### src/rtl/gtp_gmii_rx_align_pkg.sv
// Shared constants, FSM encoding and comma detection for the GTP->GMII RX gearbox.
package gtp_gmii_rx_align_pkg;

    localparam logic [9:0] K28P = 10'h17C;
    localparam logic [9:0] K28N = 10'h283;

    typedef enum logic [1:0] {
        ST_HUNT  = 2'd0,
        ST_CHECK = 2'd1,
        ST_LOCK  = 2'd2
    } lock_state_e;

    function automatic logic is_comma(input logic [9:0] sym);
        return (sym == K28P) || (sym == K28N);
    endfunction

endpackage

### src/rtl/gtp_gmii_rx_align_comma_lock.sv
// Comma-half lock FSM: picks which half of the GTP word carries K28.5 and
// reports that choice (cand_o) once it has been stable for LOCK_CNT commas.
module gtp_gmii_rx_align_comma_lock
    import gtp_gmii_rx_align_pkg::*;
#(
    parameter int LOCK_CNT   = 3,
    parameter int UNLOCK_CNT = 4
) (
    input  logic clk_i,
    input  logic rst_n_i,
    input  logic stb_i,
    input  logic c_lo_i,
    input  logic c_hi_i,
    output logic cand_o,
    output logic locked_o,
    output logic realign_o
);

    localparam logic [3:0] LOCK_N   = LOCK_CNT[3:0];
    localparam logic [3:0] UNLOCK_N = UNLOCK_CNT[3:0];

    lock_state_e state_q;
    logic        cand_q;
    logic        locked_q;
    logic        realign_q;
    logic [3:0]  cnt_q;
    logic [3:0]  bad_q;
    logic        single;

    // A word with commas in both halves is illegal and never selects a half.
    assign single = c_lo_i ^ c_hi_i;

    // Lock state machine, advanced only on new GTP words.
    always_ff @(posedge clk_i) begin
        if (!rst_n_i) begin
            state_q   <= ST_HUNT;
            cand_q    <= 1'b0;
            locked_q  <= 1'b0;
            realign_q <= 1'b0;
            cnt_q     <= 4'd0;
            bad_q     <= 4'd0;
        end else begin
            realign_q <= 1'b0;
            if (stb_i) begin
                case (state_q)
                    ST_HUNT: begin
                        if (single) begin
                            cand_q    <= c_hi_i;
                            realign_q <= (c_hi_i != cand_q);
                            cnt_q     <= 4'd1;
                            if (LOCK_N == 4'd1) begin
                                state_q  <= ST_LOCK;
                                locked_q <= 1'b1;
                            end else begin
                                state_q <= ST_CHECK;
                            end
                        end
                    end
                    ST_CHECK: begin
                        if (single) begin
                            if (c_hi_i == cand_q) begin
                                cnt_q <= cnt_q + 4'd1;
                                if (cnt_q + 4'd1 == LOCK_N) begin
                                    state_q  <= ST_LOCK;
                                    locked_q <= 1'b1;
                                end
                            end else begin
                                cand_q    <= c_hi_i;
                                realign_q <= 1'b1;
                                cnt_q     <= 4'd1;
                            end
                        end
                    end
                    ST_LOCK: begin
                        if (single && (c_hi_i == cand_q)) begin
                            bad_q <= 4'd0;
                        end else if (c_lo_i || c_hi_i) begin
                            if (bad_q + 4'd1 == UNLOCK_N) begin
                                state_q  <= ST_HUNT;
                                locked_q <= 1'b0;
                                bad_q    <= 4'd0;
                                cnt_q    <= 4'd0;
                            end else begin
                                bad_q <= bad_q + 4'd1;
                            end
                        end
                    end
                    default: begin
                        state_q  <= ST_HUNT;
                        locked_q <= 1'b0;
                        cnt_q    <= 4'd0;
                        bad_q    <= 4'd0;
                    end
                endcase
            end
        end
    end

    assign cand_o    = cand_q;
    assign locked_o  = locked_q;
    assign realign_o = realign_q;

endmodule

### src/rtl/gtp_gmii_rx_align.sv
// RX half of the GTP<->GMII 2:1 gearbox: re-pairs 20-bit GTP words on the
// comma boundary and emits one aligned 10-bit symbol per gmii_rx_clk.
module gtp_gmii_rx_align
    import gtp_gmii_rx_align_pkg::*;
#(
    parameter int DW         = 10,
    parameter int LOCK_CNT   = 3,
    parameter int UNLOCK_CNT = 4
) (
    input  logic            gmii_rx_clk,
    input  logic            rst_n,
    input  logic [2*DW-1:0] gtp_rxd,
    input  logic            gtp_word_stb,
    output logic [DW-1:0]   gmii_rxd,
    output logic            locked,
    output logic            slot,
    output logic            realign,
    output logic            stb_err
);

    logic [DW-1:0]   rxd_q, rxd_d;
    logic [2*DW-1:0] hold_q, hold_d;
    logic            ph_q, ph_d;
    logic            armed_q, armed_d;
    logic            stb_err_q, stb_err_d;
    logic            c_lo, c_hi;
    logic            cand;

    assign c_lo = is_comma(gtp_rxd[DW-1:0]);
    assign c_hi = is_comma(gtp_rxd[2*DW-1:DW]);

    gtp_gmii_rx_align_comma_lock #(
        .LOCK_CNT   (LOCK_CNT),
        .UNLOCK_CNT (UNLOCK_CNT)
    ) u_lock (
        .clk_i     (gmii_rx_clk),
        .rst_n_i   (rst_n),
        .stb_i     (gtp_word_stb),
        .c_lo_i    (c_lo),
        .c_hi_i    (c_hi),
        .cand_o    (cand),
        .locked_o  (locked),
        .realign_o (realign)
    );

    // Symbol mux; cand is still the old slot on the edge that decides a new one.
    always_comb begin
        rxd_d     = rxd_q;
        hold_d    = hold_q;
        ph_d      = 1'b0;
        armed_d   = armed_q;
        stb_err_d = 1'b0;
        if (gtp_word_stb) begin
            hold_d    = gtp_rxd;
            ph_d      = 1'b1;
            armed_d   = 1'b1;
            stb_err_d = ph_q;
            if (cand) begin
                rxd_d = hold_q[2*DW-1:DW];
            end else begin
                rxd_d = gtp_rxd[DW-1:0];
            end
        end else if (ph_q) begin
            if (cand) begin
                rxd_d = hold_q[DW-1:0];
            end else begin
                rxd_d = hold_q[2*DW-1:DW];
            end
        end else begin
            stb_err_d = armed_q;
        end
    end

    // Datapath registers; a reset discards any pending second symbol.
    always_ff @(posedge gmii_rx_clk) begin
        if (!rst_n) begin
            rxd_q     <= '0;
            hold_q    <= '0;
            ph_q      <= 1'b0;
            armed_q   <= 1'b0;
            stb_err_q <= 1'b0;
        end else begin
            rxd_q     <= rxd_d;
            hold_q    <= hold_d;
            ph_q      <= ph_d;
            armed_q   <= armed_d;
            stb_err_q <= stb_err_d;
        end
    end

    assign gmii_rxd = rxd_q;
    assign slot     = cand;
    assign stb_err  = stb_err_q;

endmodule

### config.mk
export PLATFORM = sky130hd
export DESIGN_NAME = gtp_gmii_rx_align
export DESIGN_NICKNAME = d
export VERILOG_FILES = /design/src/rtl/gtp_gmii_rx_align_pkg.sv /design/src/rtl/gtp_gmii_rx_align_comma_lock.sv /design/src/rtl/gtp_gmii_rx_align.sv
export SDC_FILE = /design/constraint.sdc
export NUM_CORES = 1
export LEC_CHECK = 0
export BUFFER_PORTS_ARGS = -buffer_cell sky130_fd_sc_hd__buf_2
export CORE_UTILIZATION = 35
export CTS_BUF_LIST = sky130_fd_sc_hd__clkbuf_2
export CTS_CLUSTER_SIZE = 30
export DETAILED_ROUTE_END_ITERATION = 10
export GPL_TIMING_DRIVEN = 0
export PLACE_DENSITY = 0.59
export SLEW_MARGIN = 25
export SYNTH_ARGS = -nofsm -noshare
export SYNTH_HDL_FRONTEND = slang
export SYNTH_SLANG_ARGS = --single-unit
export TNS_END_PERCENT = 10
### constraint.sdc
create_clock -name gmii_rx_clk -period 2.4 [get_ports gmii_rx_clk]
set_clock_uncertainty 0.1 [all_clocks]
set_input_delay 0.12 -clock gmii_rx_clk [delete_from_list [all_inputs] [get_ports gmii_rx_clk]]
set_output_delay 0.12 -clock gmii_rx_clk [all_outputs]
set_load 0.02 [all_outputs]
# After elaboration in Yosys (flattened, before gate mapping)
# Cells that the tools add are included.
# word_totals
inputBits	23
elab_cells	90
out_inout_bits	14
regBits	46
# classes
reduce_logical	14
add_sub_neg	2
n_eq_ne	19
bitwise_logic	3
n_mux	41
# ops
operator	n
two-way mux 10 bit	4
two-way mux 4 bit	9
equality test 10 bit, second input constant	2
equality test 10 x 9 -> 1 bit, second input constant	2
AND reduction 8 bit	2
two-way mux 1 bit	15
two-way mux 2 bit	7
!= test 2 x 1 -> 1 bit, second input constant	6
case mux 4 bit (3 select lines)	1
adder 4 x 1 -> 4 bit, second input constant	2
case mux 4 bit (2 select lines)	1
case mux 2 bit (3 select lines)	1
AND reduction 6 bit	1
AND reduction 5 bit	1
equality test 4 x 2 -> 1 bit, second input constant	1
equality test 4 x 3 -> 1 bit, second input constant	1
!= test 2 bit, second input constant	2
case mux 1 bit (2 select lines)	2
nonzero test 2 bit	2
logical OR 1 bit	3
!= test 3 x 1 -> 1 bit, second input constant	1
case mux 1 bit (3 select lines)	1
AND reduction 3 bit	1
equality test 2 x 1 -> 1 bit, second input constant	1
9 further kinds	10

# Depth between registers and ports, before layout
# logic_depth
ltp_word	6
mapped_depth	10
ltp_nobuf	10

# Cells and area by module
# From an unflattened synthesis, not the netlist that was laid out.
# unflattened
cells_unflattened	269
hier_area_um2	2536.2
# by_module_without_submodules
module	area_each_um2	n_inst	seq_area_each_um2	cells_per_inst
gtp_gmii_rx_align	1660.3	1	660.6	167
gtp_gmii_rx_align_comma_lock	875.8	1	260.2	102

# Worst setup path after synthesis
# Ideal clock, no wire load.
# synth_path
path_kind	input-to-reg
startpoint	input port gtp_rxd[7]
endpoint	register u_lock.locked_q, in the netlist u_lock.locked_o
setup_ns	0.119
cell_stages	9
slack_ns	0.286
n_path_buf	0
t_arrival_ns	1.895
required_time_ns	2.181
cell_sequence	nor4bb_1 > nand3_1 > nor4_1 > a31oi_1 > ha_1 > nand4_1 > a31oi_1 > nor4b_2 > o221a_1
# synth_between
elab_chain_len	6
elab_cells_between_ends	10
classes_between	5 x eq/ne; 1 x bitwise; 4 x reduce/logical
# synth_lines
item	line	rtl
start: declaration	gtp_gmii_rx_align.sv:12	input logic [2*DW-1:0] gtp_rxd,
equality test 10 x 9 -> 1 bit or equality test 10 bit (tied branches)	gtp_gmii_rx_align_pkg.sv:14	return (sym == K28P) || (sym == K28N);
logical OR 1 bit (*)	gtp_gmii_rx_align_pkg.sv:14	
bitwise XOR 1 bit	gtp_gmii_rx_align_comma_lock.sv:31	assign single = c_lo_i ^ c_hi_i;
logical AND 1 bit	gtp_gmii_rx_align_comma_lock.sv:75	if (single && (c_hi_i == cand_q)) begin
!= test 2 bit (no source line)	-	
AND reduction 8 bit (no source line) (*)	-	
end signal: assignment	gtp_gmii_rx_align_comma_lock.sv:38	locked_q <= 1'b0;
end signal: assignment	gtp_gmii_rx_align_comma_lock.sv:80	locked_q <= 1'b0;
end signal: assignment	gtp_gmii_rx_align_comma_lock.sv:90	locked_q <= 1'b0;
end: declaration	gtp_gmii_rx_align_comma_lock.sv:24	logic locked_q;
# Every way passes the cells marked *; elsewhere a longest branch is shown, timed or not.
# A chain may end at the register's enable or synchronous reset.

# Final worst setup path
# layout_path
startpoint	input port gtp_rxd[14]
endpoint	register u_lock.locked_q, in the netlist u_lock.locked_o
# layout_between
elab_chain_len	6
elab_cells_between_ends	12
classes_between	7 x eq/ne; 1 x bitwise; 4 x reduce/logical
# layout_lines
item	line
equality test 10 x 9 -> 1 bit or equality test 10 bit (tied branches)	gtp_gmii_rx_align_pkg.sv:14
logical OR 1 bit (*)	gtp_gmii_rx_align_pkg.sv:14
bitwise XOR 1 bit or equality test 1 bit (tied branches)	gtp_gmii_rx_align_comma_lock.sv:31, gtp_gmii_rx_align_comma_lock.sv:61, gtp_gmii_rx_align_comma_lock.sv:75
logical AND 1 bit	gtp_gmii_rx_align_comma_lock.sv:75
!= test 2 bit (no source line)	-
AND reduction 8 bit (no source line) (*)	-
# Marked as above.

==> impl_metrics.csv <==
group,metric,value,unit
status,outcome,"complete, no violations",
drt,drt_wl_total,6.40,mm
die,die_w,84.8,um
critical_path,required,2.63,ns
yosys,ys_seq_elements,46,
place,place.port_buffers,36,
final_layout,layout_commonest_cell,"nor2_1",
clock_network,clk_pin_slew,0.23,ns
pwr,leakage,1.24,nW
place,placed_cell_area,0.00268,mm2
critical_path,path_class,"in -> reg",
yosys,syn-cell-area,0.00240,mm2
final_layout,drive_gt1_share,17.8,%
final_layout,fin_nets,370,
global_route,grt_pass1_wl,9.89,mm
yosys,synth_ff_type,"dfxtp_1",
drt,ant_nets,0,
final_layout,diodes,0,
yosys,yosysWarnings,0,
worst_hold_path,min_from,"gtp_rxd[16]",
yosys,synth_cells,275,
clock_network,clock_sinks,46,
die,die_area,0.00720,mm2
die,core,0.00649,mm2
die,initial_core_util,37.0,%
final_layout,instances_no_fill,420,
sta,maxSlewHeadroom,46.3,%
clock_network,clock_latency,0.41,ns
global_route,grt_pass1_vias,2015,
drt,post_drt_wl_per_cell,15.2,um
sta,layout_setup_ws,0.169,ns
sta,period_share,93.0,%
clock_network,root_buffer,"clkbuf_2",
global_route,gr-usage-all-layers,17.6,%
critical_path,crit_start,"gtp_rxd[14]",
global_route,grt_max_degree,15,
sta,setup_viol,0,
yosys,ys_async_sr_fraction,0,%
drt,via_per_inst,5.30,
sta,final-hold-violation-count,0,
clock_network,cts_tree,"built",
critical_path,cp.arrival,2.46,ns
critical_path,start_kind,"primary input",
yosys,synth_area_per_cell,8.74,um2
die,ios,37,
yosys,synthDistinctLibCells,42,
sta,holdWs,0.253,ns
critical_path,r2r_slack,0.35,ns
yosys,synth_edf_count,0,
drt,routed-via-count,2227,
place,dp_slack,-0.219,ns
final_layout,mostFrequentLayoutCells,"53 x nor2_1, 46 x dfxtp_1, 41 x mux2i_1, 40 x buf_2, 22 x dlygate4sd3_1",
final_layout,post-route-cell-area,0.00300,mm2
yosys,syn_nets,303,
worst_hold_path,hp-class,"in -> reg",
sta,tightestPinTransition,0.805,ns
clock_network,cts-buffers-inserted,5,
drt,drc,0,
die,num_rows,29,
place,place_congestion,0.769,
critical_path,timing.rr.start,"u_lock.bad_q[0]$_SDFFE_PN0P_",
critical_path,cp_max_fo,4,
drt,drt_pass1_iterations,6,
pwr,p_per_area,496,mW/mm2
sta,max_freq,448,MHz
drt,drt_iter0_drc,109,
run,maxCapViolations,0,
pwr,ir_worst_vdd,0.000288,V
sta,slew_viol_final,0,
global_route,antenna_found_initial,0,
sta,min_period,2.23,ns
clock_network,h-tree-depth,2,
die,die_y,84.8,um
pwr,total_power,1.49,mW
global_route,overflow,0,
place,dp_cells,388,
yosys,ys_seq_area_share,38.3,%
critical_path,end_kind,"register",
sta,rsz0062_at_grt,"no",
place,dp_hpwl,4.32,mm
final_layout,synthToLayoutAreaGrowth,25.0,%
clock_network,clock_path_buffers,2,
final_layout,n_fill_cell,619,
-- flip-flops by register name, summed over array words and instances (netlist names) --
name,count
armed_q,1
gmii_rxd,10
hold_q,20
ph_q,1
stb_err,1
u_lock.bad_q,4
u_lock.cand_o,1
u_lock.cnt_q,4
u_lock.locked_o,1
u_lock.realign_o,1
u_lock.state_q,2
-- worst max-delay path, stage by stage --
cell and delay, ns:
dlygate4sd3_1 0.52, buf_2 0.15, nor2_1 0.14, and4_4 0.27, nor2_1 0.07, ha_2 0.37
nand4_1 0.22, a31oi_2 0.30, nor4b_2 0.08, o221a_1 0.22
-- routing by layer --
layer / vias to the layer above / GRT usage (%) / part of all wire, %
li1: 1132 / - / -
met1: 1040 / 23.1 / 49
met2: 51 / 30.4 / 48
met3: 4 / 2.72 / 2.7
met4: 0 / 4.31 / 0.66
met5: - / 0 / 0
-- kinds of logic (layout without fill, tap and decap cells) --
logic type | after synthesis | in the layout | synth area share, %
fa+ha+maj | 5 | 5 | 2.60
flops | 46 | 46 | 38.3
xor+xnor | 1 | 1 | 0.365
mux | 41 | 41 | 17.1
buf+inv | 20 | 88 | 3.33
compound gates | 51 | 51 | 14.5
simple gates | 111 | 111 | 23.8
-- synth_stat cells (all sizes together) (3+ instances only) --
library cell | count | area [um2]
a31oi | 3 | 18.8
clkbuf | 5 | 18.8
a211oi | 11 | 82.6
buf | 9 | 38.8
a21oi | 17 | 85.1
nand3 | 5 | 25.0
nand2 | 15 | 56.3
nor4 | 5 | 31.3
o21ai | 5 | 25.0
ha | 5 | 62.6
nand4 | 5 | 31.3
inv | 6 | 22.5
o22ai | 3 | 18.8
nor2b | 6 | 37.5
nand3b | 3 | 22.5
mux2i | 41 | 410
nor3 | 4 | 25.0
dfxtp | 46 | 921
and4bb | 3 | 37.5
nor2 | 53 | 199
-- layout make-up --
class,instances,area [um2],area share (%)
repair buffers,60,415,13.8
flip-flops and latches,46,921,30.7
well taps,77,96.3,3.21
multi-input cells,209,1420,47.4
clock buffers,6,30.0,1.00
inverters,6,22.5,0.750
clock inverters,2,37.5,1.25
plain buffers,14,57.6,1.92
-- per-stage QoR --
stage	utilization [%]	TNS, ns
after floorplan	-	0
after global placement	41.2	-0.818
after detailed placement	41.2	-0.819
after CTS	45.7	0
after global routing	46.2	0
final	46.2	0
-- path summary, 6_finish.rpt --
check                           depth (start not counted)                            to
worst max-delay path                                   10  u_lock.locked_o$_SDFFE_PN0P_
worst min-delay path                                    5    u_lock.cand_o$_SDFFE_PN0P_
worst max register to register                          7  u_lock.locked_o$_SDFFE_PN0P_
worst min register to register                          2          armed_q$_SDFFE_PN0P_
-- report_power, final --
part | internal, mW | switching, mW
Sequential | 0.803 | 0.0204
Clock | 0.180 | 0.256
Combinational | 0.102 | 0.130
-- timing repair --
action / CTS / global route
hold buffers: 22 / 0
hold endpoints to repair: 33 / 0
buffers inserted: 0 / 2
gates resized for setup: 0 / 4
setup endpoints to repair: 0 / 10
No activity file was read; power rests on OpenSTA's default activity.
